--- src/rtl/inst_fetch_pkg.sv ---
// Shared definitions for the fetch stage: default widths and FSM state encoding.
// Latency: n/a (definitions only).
// Backpressure: n/a.
package inst_fetch_pkg;

    // Default program address width; must track the pc address width.
    localparam int INST_DEPTH = 8;
    // Default instruction word width.
    localparam int INST_WIDTH = 16;

    // Fetch FSM states. The 2-bit encodings are shared with other blocks
    // that decode the fetch state, so the values are fixed.
    typedef enum logic [1:0] {
        FETCH_IDLE  = 2'd0,
        FETCH_REQ   = 2'd1,
        FETCH_FULL  = 2'd2,
        FETCH_DRAIN = 2'd3
    } fetch_state_t;

endpackage

--- src/rtl/inst_fetch.sv ---
// Fetch stage: reads the word at pc_addr over mem_req/mem_ack and holds it in a one-entry IR for the decoder.
// Latency: capture -> ir_valid is 2 cycles with a zero-wait memory; 1 instruction per 3 cycles sustained.
// Backpressure: ir_ready low holds the IR and stops new requests; flush kills in-flight or buffered words.
module inst_fetch
    import inst_fetch_pkg::*;
#(
    parameter int ADDR_W = INST_DEPTH,
    parameter int INST_W = INST_WIDTH
) (
    input  logic              clk,
    input  logic              rst,
    input  logic              run,
    input  logic              flush,
    input  logic [ADDR_W-1:0] pc_addr,
    output logic              pc_count,
    output logic              mem_req,
    output logic [ADDR_W-1:0] mem_addr,
    input  logic              mem_ack,
    input  logic [INST_W-1:0] mem_data,
    output logic              ir_valid,
    input  logic              ir_ready,
    output logic [INST_W-1:0] ir_data,
    output logic [ADDR_W-1:0] ir_addr
);

    fetch_state_t      state;
    fetch_state_t      state_nxt;
    logic              pc_count_nxt;
    logic              mem_req_nxt;
    logic [ADDR_W-1:0] mem_addr_nxt;
    logic              ir_valid_nxt;
    logic [INST_W-1:0] ir_data_nxt;
    logic [ADDR_W-1:0] ir_addr_nxt;

    // State and every output are registered; reset drops everything to IDLE at once.
    always_ff @(posedge clk or negedge rst) begin
        if (!rst) begin
            state    <= FETCH_IDLE;
            pc_count <= 1'b0;
            mem_req  <= 1'b0;
            mem_addr <= '0;
            ir_valid <= 1'b0;
            ir_data  <= '0;
            ir_addr  <= '0;
        end else begin
            state    <= state_nxt;
            pc_count <= pc_count_nxt;
            mem_req  <= mem_req_nxt;
            mem_addr <= mem_addr_nxt;
            ir_valid <= ir_valid_nxt;
            ir_data  <= ir_data_nxt;
            ir_addr  <= ir_addr_nxt;
        end
    end

    // Next-state and next-output logic; registers hold unless a state says otherwise,
    // and pc_count defaults low so it can only ever be a single-cycle pulse.
    always_comb begin
        state_nxt    = state;
        pc_count_nxt = 1'b0;
        mem_req_nxt  = mem_req;
        mem_addr_nxt = mem_addr;
        ir_valid_nxt = ir_valid;
        ir_data_nxt  = ir_data;
        ir_addr_nxt  = ir_addr;

        unique case (state)
            FETCH_IDLE: begin
                // A flushing cycle is skipped so the capture sees the branch target.
                if (run && !flush) begin
                    mem_addr_nxt = pc_addr;
                    mem_req_nxt  = 1'b1;
                    state_nxt    = FETCH_REQ;
                end
            end

            FETCH_REQ: begin
                if (mem_ack && !flush) begin
                    ir_data_nxt  = mem_data;
                    ir_addr_nxt  = mem_addr;
                    ir_valid_nxt = 1'b1;
                    mem_req_nxt  = 1'b0;
                    pc_count_nxt = 1'b1;
                    state_nxt    = FETCH_FULL;
                end else if (mem_ack) begin
                    // Flush landed with the data: drop it, the pc is already reloading.
                    mem_req_nxt = 1'b0;
                    state_nxt   = FETCH_IDLE;
                end else if (flush) begin
                    // The read is already on the bus and must be allowed to finish.
                    state_nxt = FETCH_DRAIN;
                end
            end

            FETCH_DRAIN: begin
                // Stale read completes and is thrown away; no pc advance from here.
                if (mem_ack) begin
                    mem_req_nxt = 1'b0;
                    state_nxt   = FETCH_IDLE;
                end
            end

            FETCH_FULL: begin
                // Either the decoder takes the word or a flush discards it.
                if (flush || ir_ready) begin
                    ir_valid_nxt = 1'b0;
                    state_nxt    = FETCH_IDLE;
                end
            end

            default: begin
                state_nxt = FETCH_IDLE;
            end
        endcase
    end

endmodule

--- config.mk ---
export PLATFORM = sky130hd
export DESIGN_NAME = inst_fetch
export DESIGN_NICKNAME = d
export VERILOG_FILES = /design/src/rtl/inst_fetch_pkg.sv /design/src/rtl/inst_fetch.sv
export SDC_FILE = /design/constraint.sdc
export NUM_CORES = 1
export LEC_CHECK = 0
export BUFFER_PORTS_ARGS = -buffer_cell sky130_fd_sc_hd__buf_2
export CORE_MARGIN = 3
export CORE_UTILIZATION = 49
export DETAILED_ROUTE_END_ITERATION = 10
export PLACE_DENSITY = 0.84
export SYNTH_ARGS = -nofsm -noshare
export SYNTH_HDL_FRONTEND = slang
export SYNTH_SLANG_ARGS = --single-unit
--- constraint.sdc ---
create_clock -name clk -period 4.2 [get_ports clk]
set_input_delay 0.84 -clock clk [delete_from_list [all_inputs] [get_ports clk]]
set_output_delay 0.84 -clock clk [all_outputs]
set_load 0.05 [all_outputs]
==> flow_summary.json <==
{
  "p_int_mw": 0.796,
  "worstSetupEndpointType": "register",
  "p_leak_nw": 0.933,
  "drv_cap": 0,
  "portBuffers": 64,
  "clockPowerShare": 0.105,
  "fp.dieH_um": 60.6,
  "power_frac_comb": 0.530,
  "dp_slack_ns": 1.80,
  "hold_class": "reg2reg",
  "cts_tree": "built",
  "start_util": 0.521,
  "pin_count": 65,
  "nets": 185,
  "ys_ff_latch": 37,
  "worstReg2RegStart": "state[0]",
  "overflow": 0,
  "grt_setup_unrepaired": "no",
  "ctsHtreeMaxLevel": 2,
  "drive_gt1_frac": 0.641,
  "via_per_inst": 5.05,
  "yosys-top-cells-area": "dfrtp_1 63%, mux2_2 12%, mux2_4 10%",
  "grt_max_degree": 38,
  "rows": 19,
  "holdPathEnd": "ir_data[12]",
  "ant_nets": 0,
  "die-area_sq_mm": 0.00367,
  "fmax_ghz": 0.493,
  "path_class": "in2reg",
  "drv_slew": 0,
  "finalPower_mw": 1.59,
  "yosysTopAreaCell": "dfrtp_1",
  "worstPathArrival_ns": 2.24,
  "finalNonFillerCells": 187,
  "drc_errors": 0,
  "period_needed_ns": 2.03,
  "holdPathStages": 1,
  "cts_sinks": 37,
  "grtUsageTotal": 0.173,
  "slew_headroom": 0.484,
  "dp_hpwl_um": 2100,
  "status": "complete, no violations",
  "antenna_found_initial": 0,
  "power_frac_seq": 0.365,
  "clockRootBuffer": "clkbuf_4",
  "final_hold_viol_count": 0,
  "cts-buffers-inserted": 5,
  "n_fill_cell": 231,
  "path_max_fanout": 15,
  "vias": 945,
  "routed_wl_um": 2750,
  "crit_required_ns": 4.41,
  "clk_path_buf_depth": 2,
  "yosysSeqAreaShare": 0.634,
  "gp_congestion": 0.743,
  "fin_skew_ns": 0.00362,
  "diodes": 0,
  "syn_to_final_growth_pct": 26.9,
  "synth.avg_cell_area_sq_um": 17.2,
  "min-delay-start": "ir_data[12]",
  "power_density_mw_per_mm2": 860,
  "synth_fp_nets": 115,
  "startpoint_type": "input port",
  "r2r_end": "ir_data[7]",
  "post_cts_buffers": 0,
  "tightest_slew_ns": 0.774,
  "hold_buffers": 0,
  "firstDrtPassIters": 4,
  "netlist.area_leader.share": 0.634,
  "setup_viol": 0,
  "wl_per_cell_um": 14.7,
  "timing.final.crit_share": 0.483,
  "grt_pass1_vias": 986,
  "synth_cell_types": 17,
  "worstRegToRegCells": 4,
  "netlist_instances": 85,
  "ir_worst_vdd_uv": 389,
  "fin_tns_setup_ns": 0,
  "dp.cells": 179,
  "ys_warn_count": 0,
  "switching_power_mw": 0.798,
  "clk_pin_slew_ns": 0.09,
  "drt_iter0_drc": 14,
  "die_w_um": 60.6,
  "rrSetupSlack_ns": 2.31,
  "clock_latency_ns": 0.32,
  "syn-cell-area_sq_mm": 0.00146,
  "postCtsResizedCells": 0,
  "grt_pass1_wl_um": 4600,
  "coreArea_sq_mm": 0.00281,
  "setup_ws_ns": 2.17,
  "netSwitchingFraction": 0.501
}
==> Yosys cell counts <==
library cell	instances
dfrtp_1	37
mux2_2	15
mux2_4	10
mux2_1	7
buf_6	2
nand3b_1	2
or2_2	2
a21boi_0	1
inv_1	1
nand2_2	1
nand2b_1	1
nor2_1	1
nor2b_1	1
nor3_4	1
nor4b_4	1
o21ai_0	1
o31ai_1	1
==> critical path, cell delays in order <==
cell and delay, ns:
buf_2 0.14, nor3_4 0.54, buf_4 0.36, mux2_1 0.35
==> worst max path at each step <==
stage | from | to | slack (ns) | depth (start not counted)
2_1_floorplan | mem_ack | ir_addr[4] | 2.36 | 4
3_3_place_gp | flush | ir_data[12] | 1.87 | 4
3_5_place_dp | flush | ir_data[7] | 1.80 | 4
4_1_cts | flush | ir_data[7] | 2.17 | 4
5_1_grt | mem_ack | ir_data[7] | 2.10 | 5
6_report | flush | ir_data[7] | 2.17 | 4
==> routing by layer <==
layer	track usage	part of all wire	routed length [um]
met5	0	0	0
met4	0.0836	0.017	47
met3	0.0383	0.055	150
met2	0.292	0.54	1490
met1	0.209	0.39	1060
==> layout by cell type (no fill, tap or decap) <==
cell / count
buf_2: 64
dfrtp_1: 37
mux2_2: 15
mux2_4: 10
mux2_1: 7
clkbuf_4: 5
clkbuf_1: 3
nand3b_1: 2
or2_2: 2
nand2_2: 1
nor3_4: 1
nor2b_1: 1
o21ai_0: 1
nor2_1: 1
nor4b_4: 1
a21boi_0: 1
inv_1: 1
o31ai_1: 1
nand2b_1: 1
buf_4: 1
==> per-stage QoR <==
stage                util  area (sq um)  hold slack [ns]
floorplan               -          1460            0.544
global placement    0.643          1800            0.464
detailed placement  0.643          1800            0.471
CTS                 0.661          1850            0.493
global route        0.661          1850            0.511
finish              0.661          1850            0.487
==> kinds of logic (layout without fill, tap and decap cells) <==
group / after synthesis / count (layout) / share of synthesized area
AOI/OAI and AO/OA: 3 / 3 / 0.0137
muxes: 32 / 32 / 0.272
DFF: 37 / 37 / 0.634
buffers and inverters: 3 / 74 / 0.0180
and+or+nand+nor: 10 / 10 / 0.0617
==> flip-flops by register name, indices dropped and copies added (netlist names) <==
name      flops
ir_data      16
ir_addr       8
mem_addr      8
state         2
ir_valid      1
mem_req       1
pc_count      1
==> power groups by stage <==
stage / logic (mW) / clock network, mW / registers (mW)
2_1_floorplan: 0.161 / 0 / 1.07
3_3_place_gp: 0.842 / 0 / 0.580
3_5_place_dp: 0.852 / 0 / 0.590
4_1_cts: 0.853 / 0.176 / 0.585
5_1_grt: 0.885 / 0.193 / 0.601
6_report: 0.845 / 0.167 / 0.582
==> final cells by class <==
| cell class | instances | area (sq um) | share of cell area |
|---|---|---|---|
| repair buffers | 65 | 328 | 0.177 |
| inverters | 1 | 3.75 | 0.00203 |
| clock buffers | 8 | 48.8 | 0.0263 |
| multi-input cells | 45 | 508 | 0.274 |
| flip-flops and latches | 37 | 926 | 0.500 |
| well taps | 31 | 38.8 | 0.0209 |
(Power assumes the default switching activity.)
